$ cat config.mk
export PLATFORM = sky130hd
export DESIGN_NAME = bus_xfer_ctrl_flat
export DESIGN_NICKNAME = d
export VERILOG_FILES = /design/src/rtl/bus_xfer_if.sv /design/src/rtl/bus_xfer_ctrl.sv /design/src/flat_wrapper.sv
export SDC_FILE = /design/constraint.sdc
export NUM_CORES = 1
export LEC_CHECK = 0
export CAP_MARGIN = 20
export CORE_ASPECT_RATIO = 1.75
export CORE_UTILIZATION = 38
export DETAILED_ROUTE_END_ITERATION = 10
export GPL_TIMING_DRIVEN = 0
export PLACE_DENSITY = 0.79
export RECOVER_POWER = 25
export REMOVE_ABC_BUFFERS = 1
export SETUP_SLACK_MARGIN = 0.05
export SLEW_MARGIN = 40
export SYNTH_ARGS = -nofsm -noshare
export SYNTH_HDL_FRONTEND = slang
export SYNTH_SLANG_ARGS = --single-unit
$ cat constraint.sdc
create_clock -name clock -period 1.9 [get_ports clock]
set_input_delay 0.285 -clock clock [delete_from_list [all_inputs] [get_ports clock]]
set_output_delay 0.285 -clock clock [all_outputs]
set_load 0.005 [all_outputs]
$ cat src/rtl/bus_xfer_if.sv
// Request and register-bus signal bundle between the decoder side and bus_xfer_ctrl.
// The master modport is the requester and bus model; the slave modport is the sequencer.
interface bus_xfer_if #(
    parameter int NUM_REGS = 8,
    parameter int DATA_W   = 8,
    parameter int ID_W     = 3
);
    logic                req_valid;
    logic                req_ready;
    logic [ID_W-1:0]     req_src;
    logic [ID_W-1:0]     req_dst;
    logic                req_bus_b;
    logic                req_imm_en;
    logic [DATA_W-1:0]   req_imm;
    logic [DATA_W-1:0]   bus_a_in;
    logic [DATA_W-1:0]   bus_b_in;
    logic [NUM_REGS-1:0] out_a_en;
    logic [NUM_REGS-1:0] out_b_en;
    logic [NUM_REGS-1:0] write_en;
    logic [DATA_W-1:0]   data_out;
    logic                done;
    logic                err;

    modport master (
        output req_valid, req_src, req_dst, req_bus_b, req_imm_en, req_imm,
        output bus_a_in, bus_b_in,
        input  req_ready, out_a_en, out_b_en, write_en, data_out, done, err
    );

    modport slave (
        input  req_valid, req_src, req_dst, req_bus_b, req_imm_en, req_imm,
        input  bus_a_in, bus_b_in,
        output req_ready, out_a_en, out_b_en, write_en, data_out, done, err
    );
endinterface

$ cat src/rtl/bus_xfer_ctrl.sv
// Sequencer for the shared register buses: drives a source onto bus A/B, captures the
// bus value, then writes it (or an immediate) into the destination register.
module bus_xfer_ctrl #(
    parameter int NUM_REGS = 8,
    parameter int DATA_W   = 8,
    parameter int ID_W     = 3
) (
    input  logic       clock,
    input  logic       reset_n,
    bus_xfer_if.slave  bus
);
    localparam logic [2:0] ST_IDLE  = 3'd0;
    localparam logic [2:0] ST_DRIVE = 3'd1;
    localparam logic [2:0] ST_LATCH = 3'd2;
    localparam logic [2:0] ST_WRITE = 3'd3;
    localparam logic [2:0] ST_FIN   = 3'd4;

    localparam logic [ID_W:0]       REG_LIMIT = (ID_W + 1)'(NUM_REGS);
    localparam logic [NUM_REGS-1:0] ONE_HOT0  = NUM_REGS'(1);

    logic [2:0]          state_r;
    logic [2:0]          state_nx_s;
    logic [ID_W-1:0]     src_r;
    logic [ID_W-1:0]     dst_r;
    logic                bus_b_r;
    logic                err_r;
    logic [DATA_W-1:0]   hold_r;
    logic                ready_s;
    logic                accept_s;
    logic                err_req_s;
    logic [NUM_REGS-1:0] oe_a_s;
    logic [NUM_REGS-1:0] oe_b_s;
    logic [NUM_REGS-1:0] we_s;

    // ready is gated by reset_n so nothing is offered while reset is held
    assign ready_s   = reset_n && ((state_r == ST_IDLE) || (state_r == ST_FIN));
    assign accept_s  = bus.req_valid && ready_s;
    assign err_req_s = (({1'b0, bus.req_src} >= REG_LIMIT) && !bus.req_imm_en)
                     || ({1'b0, bus.req_dst} >= REG_LIMIT)
                     || ((bus.req_src == bus.req_dst) && !bus.req_imm_en);

    // Next-state selection; FIN re-enters a new transfer directly when one is accepted
    always_comb begin
        state_nx_s = state_r;
        case (state_r)
            ST_IDLE, ST_FIN: begin
                if (accept_s) begin
                    if (err_req_s) begin
                        state_nx_s = ST_FIN;
                    end else if (bus.req_imm_en) begin
                        state_nx_s = ST_WRITE;
                    end else begin
                        state_nx_s = ST_DRIVE;
                    end
                end else begin
                    state_nx_s = ST_IDLE;
                end
            end
            ST_DRIVE: state_nx_s = ST_LATCH;
            ST_LATCH: state_nx_s = ST_WRITE;
            ST_WRITE: state_nx_s = ST_FIN;
            default:  state_nx_s = ST_IDLE;
        endcase
    end

    // State, latched request fields and hold register
    always_ff @(posedge clock or negedge reset_n) begin
        if (!reset_n) begin
            state_r <= ST_IDLE;
            src_r   <= '0;
            dst_r   <= '0;
            bus_b_r <= 1'b0;
            err_r   <= 1'b0;
            hold_r  <= '0;
        end else begin
            state_r <= state_nx_s;
            if (accept_s) begin
                src_r   <= bus.req_src;
                dst_r   <= bus.req_dst;
                bus_b_r <= bus.req_bus_b;
                err_r   <= err_req_s;
                if (bus.req_imm_en && !err_req_s) begin
                    hold_r <= bus.req_imm;
                end else begin
                    hold_r <= hold_r;
                end
            end else if (state_r == ST_LATCH) begin
                hold_r <= bus_b_r ? bus.bus_b_in : bus.bus_a_in;
            end else begin
                hold_r <= hold_r;
            end
        end
    end

    // Enables come only from registers, so an async reset clears them at once
    always_comb begin
        oe_a_s = '0;
        oe_b_s = '0;
        we_s   = '0;
        if ((state_r == ST_DRIVE) || (state_r == ST_LATCH)) begin
            if (bus_b_r) begin
                oe_b_s = ONE_HOT0 << src_r;
            end else begin
                oe_a_s = ONE_HOT0 << src_r;
            end
        end else if (state_r == ST_WRITE) begin
            we_s = ONE_HOT0 << dst_r;
        end else begin
            we_s = '0;
        end
    end

    // hold_r only changes on edges entering WRITE, so data_out keeps the last written value
    assign bus.req_ready = ready_s;
    assign bus.out_a_en  = oe_a_s;
    assign bus.out_b_en  = oe_b_s;
    assign bus.write_en  = we_s;
    assign bus.data_out  = hold_r;
    assign bus.done      = (state_r == ST_FIN);
    assign bus.err       = (state_r == ST_FIN) && err_r;
endmodule
$ cat src/flat_wrapper.sv
// flat-port wrapper written by rule: the top's interface ports become plain ports
module bus_xfer_ctrl_flat 
#(
    parameter int NUM_REGS = 8,
    parameter int DATA_W   = 8,
    parameter int ID_W     = 3
)
  (clock, reset_n, bus_req_valid, bus_req_src, bus_req_dst, bus_req_bus_b, bus_req_imm_en, bus_req_imm, bus_bus_a_in, bus_bus_b_in, bus_req_ready, bus_out_a_en, bus_out_b_en, bus_write_en, bus_data_out, bus_done, bus_err);
  bus_xfer_if #(.NUM_REGS(NUM_REGS), .DATA_W(DATA_W), .ID_W(ID_W)) bus_i ();
  input  logic clock;
  input  logic reset_n;
  input wire logic [$bits(bus_i.req_valid)-1:0] bus_req_valid;
  input wire logic [$bits(bus_i.req_src)-1:0] bus_req_src;
  input wire logic [$bits(bus_i.req_dst)-1:0] bus_req_dst;
  input wire logic [$bits(bus_i.req_bus_b)-1:0] bus_req_bus_b;
  input wire logic [$bits(bus_i.req_imm_en)-1:0] bus_req_imm_en;
  input wire logic [$bits(bus_i.req_imm)-1:0] bus_req_imm;
  input wire logic [$bits(bus_i.bus_a_in)-1:0] bus_bus_a_in;
  input wire logic [$bits(bus_i.bus_b_in)-1:0] bus_bus_b_in;
  output wire logic [$bits(bus_i.req_ready)-1:0] bus_req_ready;
  output wire logic [$bits(bus_i.out_a_en)-1:0] bus_out_a_en;
  output wire logic [$bits(bus_i.out_b_en)-1:0] bus_out_b_en;
  output wire logic [$bits(bus_i.write_en)-1:0] bus_write_en;
  output wire logic [$bits(bus_i.data_out)-1:0] bus_data_out;
  output wire logic [$bits(bus_i.done)-1:0] bus_done;
  output wire logic [$bits(bus_i.err)-1:0] bus_err;
  assign bus_i.req_valid = bus_req_valid;
  assign bus_i.req_src = bus_req_src;
  assign bus_i.req_dst = bus_req_dst;
  assign bus_i.req_bus_b = bus_req_bus_b;
  assign bus_i.req_imm_en = bus_req_imm_en;
  assign bus_i.req_imm = bus_req_imm;
  assign bus_i.bus_a_in = bus_bus_a_in;
  assign bus_i.bus_b_in = bus_bus_b_in;
  assign bus_req_ready = bus_i.req_ready;
  assign bus_out_a_en = bus_i.out_a_en;
  assign bus_out_b_en = bus_i.out_b_en;
  assign bus_write_en = bus_i.write_en;
  assign bus_data_out = bus_i.data_out;
  assign bus_done = bus_i.done;
  assign bus_err = bus_i.err;
  bus_xfer_ctrl #(.NUM_REGS(NUM_REGS), .DATA_W(DATA_W), .ID_W(ID_W)) u_core (.clock(clock), .reset_n(reset_n), .bus(bus_i));
endmodule
==> results.yml <==
outcome:
  outcome: "finished, violations left"
  violations: "hold timing, setup timing"
worst_hold_path:
  min-delay-path-class: "input port to async pin"
logic_synthesis:
  synth.yosys.seq_area_share: 0.375
  yosysTopAreaCell: "dfrtp_1"
  synth.area.mux_share: 0.219
  synth_edf_count: 0
  ys_top_cells_by_area: "dfrtp_1 38%, mux2_2 20%, nand2_1 6.8%"
  synth_flop_cell: "dfrtp_1"
  yosysWarnings: 0
  ys_types: 30
  synth-compound-area-share: 0.0415
  synthSimpleGateAreaFrac: 0.277
  synth_fa_ha_area_frac: 0
  synth-seq-cells: 19
  synthesis.area_um2: 1270
  synth_top_area_frac: 0.375
  synth_xor_area_frac: 0.0346
  syn_inst: 136
  synth_top_family_by_area: "simple AND/OR/NAND/NOR gates"
  synthArstFlopShare: 1.00
  synth.avg_cell_area_um2: 9.31
global_routing:
  grt_max_degree: 24
  antenna_found_initial: 0
  grt_use_total: 0.258
  grt_pass1_vias: 1564
  grt_pass1_wl_um: 6750
  grt-ovfl-total: 0
routing:
  antenna_left: 0
  avgViaCountPerCell: 5.26
  initialDrtViolationCount: 49
  drtPass1Iterations: 4
  drcViolationCount: 0
  vias: 1378
  finalWirelength_um: 4290
  wl_per_cell_um: 16.4
pwr:
  pwr-share-seq: 0.278
  power_uw: 3010
  p_int_uw: 1800
  clkPwrFrac: 0.099
  power_frac_comb: 0.623
  swShare: 0.403
  leakage_uw: 0.00104
  pwr_density_cell_nw_per_um2: 1340
  ir_drop_mv: 0.808
  power.switching_uw: 1220
setup_path:
  criticalPathCategory: "register to output pin"
  crit_chain: "xnor2_2 -> or3_4 -> nor3_2 -> clkdlybuf4s15_2"
  cp-end-kind: "output pin"
  slowest_stage: "dfrtp_2"
  cp_max_fo: 6
  max_stage_delay_ns: 0.47
  worstPathRequired_ns: 1.62
  startpoint_type: "register"
  cp.arrival_ns: 1.71
  r2r_slack_ns: 0.10
  critPathBufInv: 1
  crit_start: "u_core.state_r[1]"
  crit_family: "simple AND/OR/NAND/NOR gates"
  rr_startpoint: "u_core.state_r[1]"
clocking:
  clockBufferDepth: 2
  h-tree-depth: 1
  cts_buffers: 3
  clock-sinks: 19
  clk_pin_slew_ns: 0.08
  root_buffer: "clkbuf_8"
  clk_latency_ns: 0.26
  cts_tree: "done"
timing:
  slew_viol_final: 0
  period_needed_ns: 2.00
  fin_crit_sh: 1.05
  max_slew_margin: 0.647
  hold_slack_ns: -0.00523
  rsz0062_at_grt: "true"
  final_hold_viol_count: 14
  clock-skew-final_ns: 0.00367
  fin_ws_ns: -0.0957
  finalSetupViolations: 9
  tightest_slew_ns: 0.530
  max_freq_mhz: 501
cells_and_area:
  multi_input_area_um2: 873
  regArea_um2: 483
  layout-drive-gt1-share: 0.416
  final_common_cell: "clkdlybuf4s50_1"
  area_delta_synth_final_pct: 77.0
  diodes: 0
  fin_cells: 262
  n_fill_cell: 246
  finalNetCount: 255
  layout_common_cells: "41 x clkdlybuf4s50_1, 23 x nand2_1, 22 x mux2_2, 16 x buf_4, 13 x dfrtp_1"
placement:
  dp_slack_ns: -0.527
  portBuffers: 69
  placed_cells: 239
  gp_congestion: 0.756
  dp_hpwl_um: 2780
floorplanning:
  initial_utilization: 0.399
  fp.coreArea_um2: 3180
  fp.dieW_um: 45.6
  ioPinCount: 70
  die_h_um: 78.4
  rows: 27
  die_area_um2: 3580
job:
  cap_violations: 0
-- stage by stage --
step	util	setup TNS, ns	hold WS (ns)	cell area, um2
CTS	0.698	-0.231	0.0107	2220
detailed placement	0.618	-8.11	0.277	1960
global route	0.706	-1.02	0.0323	2240
global placement	0.615	-24.54	0.457	1950
finish	0.706	-0.423	-0.00523	2240
floorplan	-	-0.0112	-0.0106	1210
-- path summary, 6_finish.rpt --
| kind | end | depth (start not counted) |
|---|---|---|
| worst min-delay path | u_core.bus.data_out[5] | 1 |
| min in group clock | u_core.err_r | 2 |
| worst min register to register | u_core.err_r | 2 |
| worst max register to register | u_core.bus.data_out[6] | 4 |
| max in group asynchronous | u_core.state_r[2] | 1 |
| worst max-delay path | bus_out_a_en[2] | 4 |
-- worst register-to-register path, delay by kind of cell (launching register included) --
kind,cells,cell delay [ns]
buffers and inverters,1,0.19
DFF,1,0.47
muxes,2,0.65
and+or+nand+nor,1,0.38
-- layout make-up --
type,instances,area share
clock inverter,1,0.00223
clock buffer,3,0.0184
multi-input combinational,106,0.390
timing repair buffer,88,0.347
inverter,2,0.00335
tap,43,0.0240
sequential,19,0.216
-- per-layer routing --
metal / wire [um] / global-route usage
met1: 1400 / 0.217
met2: 2590 / 0.519
met3: 202 / 0.0414
met4: 109 / 0.115
met5: 0 / 0
-- sequential cells by signal, summed over array words and instances, names as in the netlist --
name / count
u_core.state_r: 3
u_core.err_r: 1
u_core.src_r: 3
u_core.dst_r: 3
u_core.bus.data_out: 8
u_core.bus_b_r: 1
-- kinds of logic (layout without fill, tap and decap cells) --
logic type,count (synthesis),after routing
xor gates and xnor gates,5,5
muxes,24,24
buffers and inverters,11,94
DFF,19,19
and+or+nand+nor,70,70
AOI/OAI and AO/OA,7,7
-- synth_stat cells (2+ instances only) --
master,instances
dfrtp_1,19
clkbuf_1,3
mux2_2,22
nand2_1,23
and3_1,6
mux2_4,2
o21ai_0,4
buf_4,2
xor2_1,4
nor3_1,14
buf_2,2
nor4_1,2
nor2_1,10
nand2b_1,5
buf_6,2
inv_1,2
-- timing repair --
| item | 4_1_cts | 5_1_grt |
|---|---|---|
| setup endpoints to repair | 38 | 24 |
| setup buffers | 16 | 3 |
| hold buffers | 0 | 0 |
| pin swaps | 8 | 3 |
| gates resized for setup | 78 | 18 |
-- power by group through the flow --
stage | sequential, uW | combinational, uW | clock, uW
2_1_floorplan | 823 | 726 | 0
3_3_place_gp | 860 | 1220 | 0
3_5_place_dp | 890 | 1270 | 0
4_1_cts | 803 | 1730 | 293
5_1_grt | 865 | 2000 | 312
6_report | 838 | 1880 | 297
Power figures use the tool's default switching activity.
